<file path="config.mk">
export PLATFORM = sky130hd
export DESIGN_NAME = seven_segment_scanner
export DESIGN_NICKNAME = d
export VERILOG_FILES = /design/src/rtl/seven_segment_scanner.sv
export SDC_FILE = /design/constraint.sdc
export NUM_CORES = 1
export LEC_CHECK = 0
export BUFFER_PORTS_ARGS = -buffer_cell sky130_fd_sc_hd__clkbuf_2
export CAP_MARGIN = 10
export CORE_MARGIN = 4
export CORE_UTILIZATION = 30
export DETAILED_ROUTE_END_ITERATION = 8
export GPL_ROUTABILITY_DRIVEN = 0
export MAX_ROUTING_LAYER = met4
export PLACE_DENSITY = 0.47
export SYNTH_ARGS = -nofsm -noshare
export SYNTH_HDL_FRONTEND = slang
export SYNTH_SLANG_ARGS = --single-unit
</file>
<file path="constraint.sdc">
create_clock -name clk -period 4.7 [get_ports clk]
set_input_delay 0 -clock clk [delete_from_list [all_inputs] [get_ports clk]]
set_output_delay 0 -clock clk [all_outputs]
set_load 0.05 [all_outputs]
</file>
<file path="src/rtl/seven_segment_scanner.sv">
// Time-multiplexed scanner for a multi-digit seven-segment display.
// Double-buffered value commits at frame boundaries; per-slot dead time avoids ghosting.
module seven_segment_scanner #(
    parameter int unsigned DIGITS   = 4,
    parameter int unsigned PRESCALE = 1200,
    parameter int unsigned BLANK    = 16
) (
    input  logic                  clk,
    input  logic                  rst,
    input  logic [4*DIGITS-1:0]   value,
    input  logic [DIGITS-1:0]     dp,
    input  logic                  lz_blank,
    input  logic                  load,
    output logic                  load_ready,
    output logic [3:0]            nibble,
    output logic                  dp_out,
    output logic [DIGITS-1:0]     digit_en,
    output logic                  frame_start
);

    localparam int unsigned CW = (PRESCALE > 1) ? $clog2(PRESCALE) : 1;
    localparam int unsigned IW = (DIGITS > 1) ? $clog2(DIGITS) : 1;

    localparam logic [CW-1:0] CNT_LAST  = CW'(PRESCALE - 1);
    localparam logic [CW-1:0] CNT_BLANK = CW'(BLANK);
    localparam logic [IW-1:0] IDX_LAST  = IW'(DIGITS - 1);

    logic [CW-1:0]       cnt;
    logic [IW-1:0]       idx;
    logic [4*DIGITS-1:0] active_value;
    logic [DIGITS-1:0]   active_dp;
    logic [4*DIGITS-1:0] pending_value;
    logic [DIGITS-1:0]   pending_dp;
    logic                pending_valid;

    logic                slot_end;
    logic                frame_end;
    logic                accept;
    logic [DIGITS-1:0]   suppressed;

    assign slot_end  = (cnt == CNT_LAST);
    assign frame_end = slot_end && (idx == IDX_LAST);
    assign accept    = load && !pending_valid;

    always_ff @(posedge clk) begin
        if (rst) begin
            cnt           <= '0;
            idx           <= '0;
            active_value  <= '0;
            active_dp     <= '0;
            pending_value <= '0;
            pending_dp    <= '0;
            pending_valid <= 1'b0;
        end else begin
            cnt <= slot_end ? '0 : cnt + CW'(1);
            if (slot_end) begin
                idx <= (idx == IDX_LAST) ? '0 : idx + IW'(1);
            end
            // Commit and accept are mutually exclusive: accept needs an empty pending buffer.
            if (frame_end && pending_valid) begin
                active_value  <= pending_value;
                active_dp     <= pending_dp;
                pending_valid <= 1'b0;
            end
            if (accept) begin
                pending_value <= value;
                pending_dp    <= dp;
                pending_valid <= 1'b1;
            end
        end
    end

    // Walk from the most significant digit down, tracking whether everything above is blank.
    always_comb begin
        logic run_zero;
        run_zero   = 1'b1;
        suppressed = '0;
        for (int unsigned k = 0; k < DIGITS; k++) begin
            run_zero = run_zero
                       && (active_value[4*(DIGITS-1-k) +: 4] == 4'h0)
                       && !active_dp[DIGITS-1-k];
            suppressed[DIGITS-1-k] = lz_blank && run_zero && (k != DIGITS - 1);
        end
    end

    always_comb begin
        load_ready  = 1'b0;
        nibble      = '0;
        dp_out      = 1'b0;
        digit_en    = '0;
        frame_start = 1'b0;
        if (!rst) begin
            load_ready  = !pending_valid;
            nibble      = active_value[4*idx +: 4];
            frame_start = (idx == '0) && (cnt == '0);
            if ((cnt >= CNT_BLANK) && !suppressed[idx]) begin
                digit_en = DIGITS'(1) << idx;
            end
            dp_out = (digit_en != '0) && active_dp[idx];
        end
    end

endmodule

</file>
Yosys cells after proc, flatten, opt, wreduce, memory -nomap -nowiden. Cells that the tools add are included.

Register bits after elaboration: 54. Input port bits: 24. Logic and storage cells: 56.

$add $sub $neg: 2. $lt $le $gt $ge: 2. Eq/ne operators: 2. Shift operators: 2. Mux-type cells: 14. Reduce and logical (&&, ||, !) cells: 27.

Operators with widths (number): $mux 4 (4); $shiftx 16x5->4 (1); $logic_and 1x1->1 (14); $logic_not 4->1 (3); $add 11x1->11 const B (1); $eq 11x11->1 const B (1); $ge 11x5->1 const B (1); $logic_not 11->1 (1); $mux 1 (7); $logic_not 1->1 (5); $bmux 1 s2 (2); $reduce_bool 4->1 (1); $shl 1x2->4 const A (1); $lt 2x3->1 const B (1); $add 2x1->2 const B (1); $eq 2x2->1 const B (1); $logic_not 2->1 (1); $mux 2 (1); $reduce_bool 2->1 (1); $reduce_or 2->1 (1).

Depth between registers and ports, before layout.
Depth after elaboration: 16. Depth in mapped cells: 6. Mapped depth without buffers: 5.

Least setup slack after synthesis. No wires, ideal clock.

Path kind: reg-to-reg. From: register cnt[4]. To: register active_dp[1]. Setup time: 0.132 ns. Arrival time: 1.743 ns. Data required time: 4.568 ns. Slack: 2.825 ns. Stages on the path, launching flop included: 7. Buffers on the path: 2. Clock period less this slack: 1.875 ns. Path through: dfxtp_1 buf_6 or4_4 or4_1 buf_2 nand2_1 a21oi_1.

Word-level cells in the longest chain between the ends: 3.

Ends and longest elaborated chain: from (decl) (RTL line 28) `logic [CW-1:0] cnt;`; from (signal assigned) (RTL line 55) `cnt <= slot_end ? '0 : cnt + CW'(1);`; $eq 11x11->1 (RTL line 41) `assign slot_end = (cnt == CNT_LAST);`; $logic_and 1x1->1 (RTL line 42) `assign frame_end = slot_end && (idx == IDX_LAST);`; $logic_and 1x1->1 (RTL line 60) `if (frame_end && pending_valid) begin`; to (signal assigned) (RTL line 62) `active_dp <= pending_dp;`; to (decl) (RTL line 31) `logic [DIGITS-1:0] active_dp;`.

No other way between the ends. A chain may end at the register's enable or synchronous reset.

Final worst setup path.
From: register cnt[4]. To: register active_value[10].

Word-level cells in the longest chain between the ends: 3.

Ends and longest elaborated chain: $eq 11x11->1 (RTL line 41); $logic_and 1x1->1 (RTL line 42); $logic_and 1x1->1 (RTL line 60); to (signal assigned) (RTL line 61) `active_value <= pending_value;`; to (decl) (RTL line 30) `logic [4*DIGITS-1:0] active_value;`.

No other way between the ends.

==> summary.txt <==
Hold path
  – Hold Crit Class: in2reg
  – Worst Hold Launch: rst

Global route
  – Pin count of the biggest net entering global routing: 53
  – First-pass GRT wire length: 8740 µm
  – GRT Total Usage: 12.5%
  – Initial antenna violation count: 0
  – Number of global-route vias before repair: 1,850
  – GRT overflow: 0

Detailed routing
  – DRT Wirelength: 5310 µm
  – Vias: 2,010
  – Routed Antenna Nets: 0
  – Remaining DRCs: 0
  – Vias per cell: 4.62
  – Initial DRC count: 61
  – DRT Pass-1 Iters: 4
  – Routed len/inst: 12.2 µm

Clocking
  – Resized cells post-CTS: 0
  – H-Tree Depth: 2
  – Clock Sinks: 54
  – Clock Tree Root: clkbuf_8
  – Inserted Clock Buffers: 5
  – Worst skew pair latency: 0.32 ns
  – Reg clk slew, reported paths: 0.09 ns
  – Hold-fix buffer count after cts: 21
  – CTS tree: built
  – Setup Buffers After CTS: 0
  – Worst-case clock buffer depth: 2

Floorplan
  – DIE HEIGHT: 96.2 µm
  – Initial Util: 31.5%
  – Ports: 35
  – Die area: 0.00926 mm²
  – Die width: 96.2 µm
  – FP Rows: 31
  – Core area: 0.00741 mm²

Power
  – Final Power: 0.818 mW
  – Cell area power density: 284 mW/mm²
  – Max IR drop VDD: 0.116 mV
  – Leakage: 1.10 nW

Worst setup path
  – R2R Setup Slk: 2.23 ns
  – CP Class: reg2reg
  – Setup crit end kind: flip-flop
  – R2r startpoint: cnt[4]
  – Worst Path Required: 4.94 ns
  – Data arrival, critical path: 2.70 ns
  – Crit-path max FO: 11
  – Worst Setup Start Kind: flip-flop
  – Worst setup startpoint: cnt[4]

Job
  – Max_cap viols: 0

Timing
  – Worst Skew: 0.0163 ns
  – Slew Limit Headroom: 32.0%
  – Fin crit share: 52.5%
  – Final hold violations: 0
  – Worst-Margin Slew: 1.01 ns
  – Number of setup violations in the final report: 0
  – Minimum clock period: 2.47 ns
  – TNS Setup: 0 ns
  – Achievable Freq: 0.405 GHz
  – RSZ-0062 raised after global routing: no
  – Setup WS post-layout: 2.23 ns
  – Final Max Tran Viols: 0

Synthesis
  – Async SR Flop Fraction: 0%
  – Cells after synthesis: 288
  – Distinct cells, synth: 29
  – Syn_nets: 318
  – Syn Area/Cell: 8.11 µm²
  – Synthesis Warnings: 0
  – Post-synth EDFFs: 0
  – Synthesized area: 0.00233 mm²
  – Register area share after synthesis: 46.3%
  – Post-synthesis register bit count: 54
  – Main flop type after synthesis: dfxtp_1

Run status
  – Status: complete, no violations

Placed design
  – Dpl cells: 406
  – PortBufs: 34
  – Setup WS pre-CTS: 2.26 ns
  – Post-DP HPWL: 3710 µm

Final layout
  – Most frequent cells in the layout: nand2_1, dfxtp_1, a21oi_1
  – Share of layout cells above drive strength 1: 15.8%
  – Nets@finish: 365
  – Post-route insts no fill: 435
  – Commonest non-fill, non-tap cell in the layout: nand2_1
  – P&R area growth vs syn: 23.2%
  – Ant diodes: 0
routing by layer:
metal / track usage (%) / wire, µm
met1: 16.6 / 2610
met2: 18.9 / 2430
met3: 2.58 / 204
met4: 3.91 / 65
met5: - / 0
flip-flops by register name (all words and copies together) (netlist names):
name	flops
pending_value	16
cnt	11
active_value	16
pending_valid	1
active_dp	4
idx	2
pending_dp	4
worst max-delay path, cell delays in order (launching register included):
cell	delay, ns
dfxtp_1	0.41
or4_4	0.56
nor4_2	0.90
buf_4	0.33
nand2_1	0.07
a21oi_1	0.13
logic make-up after synthesis:
| family | count (synthesis) | share of synthesized area (%) |
|---|---|---|
| xor+xnor | 9 | 3.38 |
| fa+ha+maj | 6 | 3.22 |
| simple gates | 146 | 28.1 |
| buf+inv | 23 | 4.29 |
| compound gates | 44 | 9.49 |
| mux | 6 | 5.25 |
| flops | 54 | 46.3 |
path summary, 6_finish.rpt:
path,endpoint,depth (start not counted)
setup reg to reg,active_value[10],5
hold reg to reg,active_value[8],2
setup / recovery,active_value[10],5
hold / removal,cnt[2],3
synth_stat cells (2+ instances only):
cell type  number  share of area (%)
nor2b_1         7                1.9
mux4_2          5                4.8
xor2_1          7                2.6
buf_2           5                1.1
a21oi_1        43                9.2
nor3_1          3               0.64
and4_1          2               0.75
nand2b_1        2               0.54
nand2_1        91                 15
nor2_1         19                3.1
nor4_1          5                1.3
nand4_1         6                1.6
clkbuf_1       12                1.9
and3_1          2               0.54
ha_1            6                3.2
nand3_1         2               0.43
dfxtp_1        54                 46
inv_1           5               0.80
xnor2_1         2               0.75
area by class of cell:
class | count | area, µm²
well taps | 99 | 124
inverters | 5 | 18.8
multi-input cells | 211 | 1150
clock buffers | 5 | 68.8
clock inverters | 3 | 26.3
fillers | 772 | 4530
repair buffers | 58 | 403
flip-flops and latches | 54 | 1080
stage by stage:
step	util (%)	hold slack [ns]	cell area, µm²
after floorplan	-	0.136	2330
after global placement	34.7	0.223	2570
after detailed placement	34.7	0.229	2570
after CTS	38.8	0.250	2880
after global routing	38.8	0.275	2880
final	38.8	0.229	2880
report_power, final:
part           switching (mW)  internal, mW  leakage, nW
Clock                   0.163         0.110       0.0491
Combinational          0.0351        0.0312        0.612
Sequential            0.00894         0.470        0.439
Note: power is estimated with default switching activity, not from simulation.
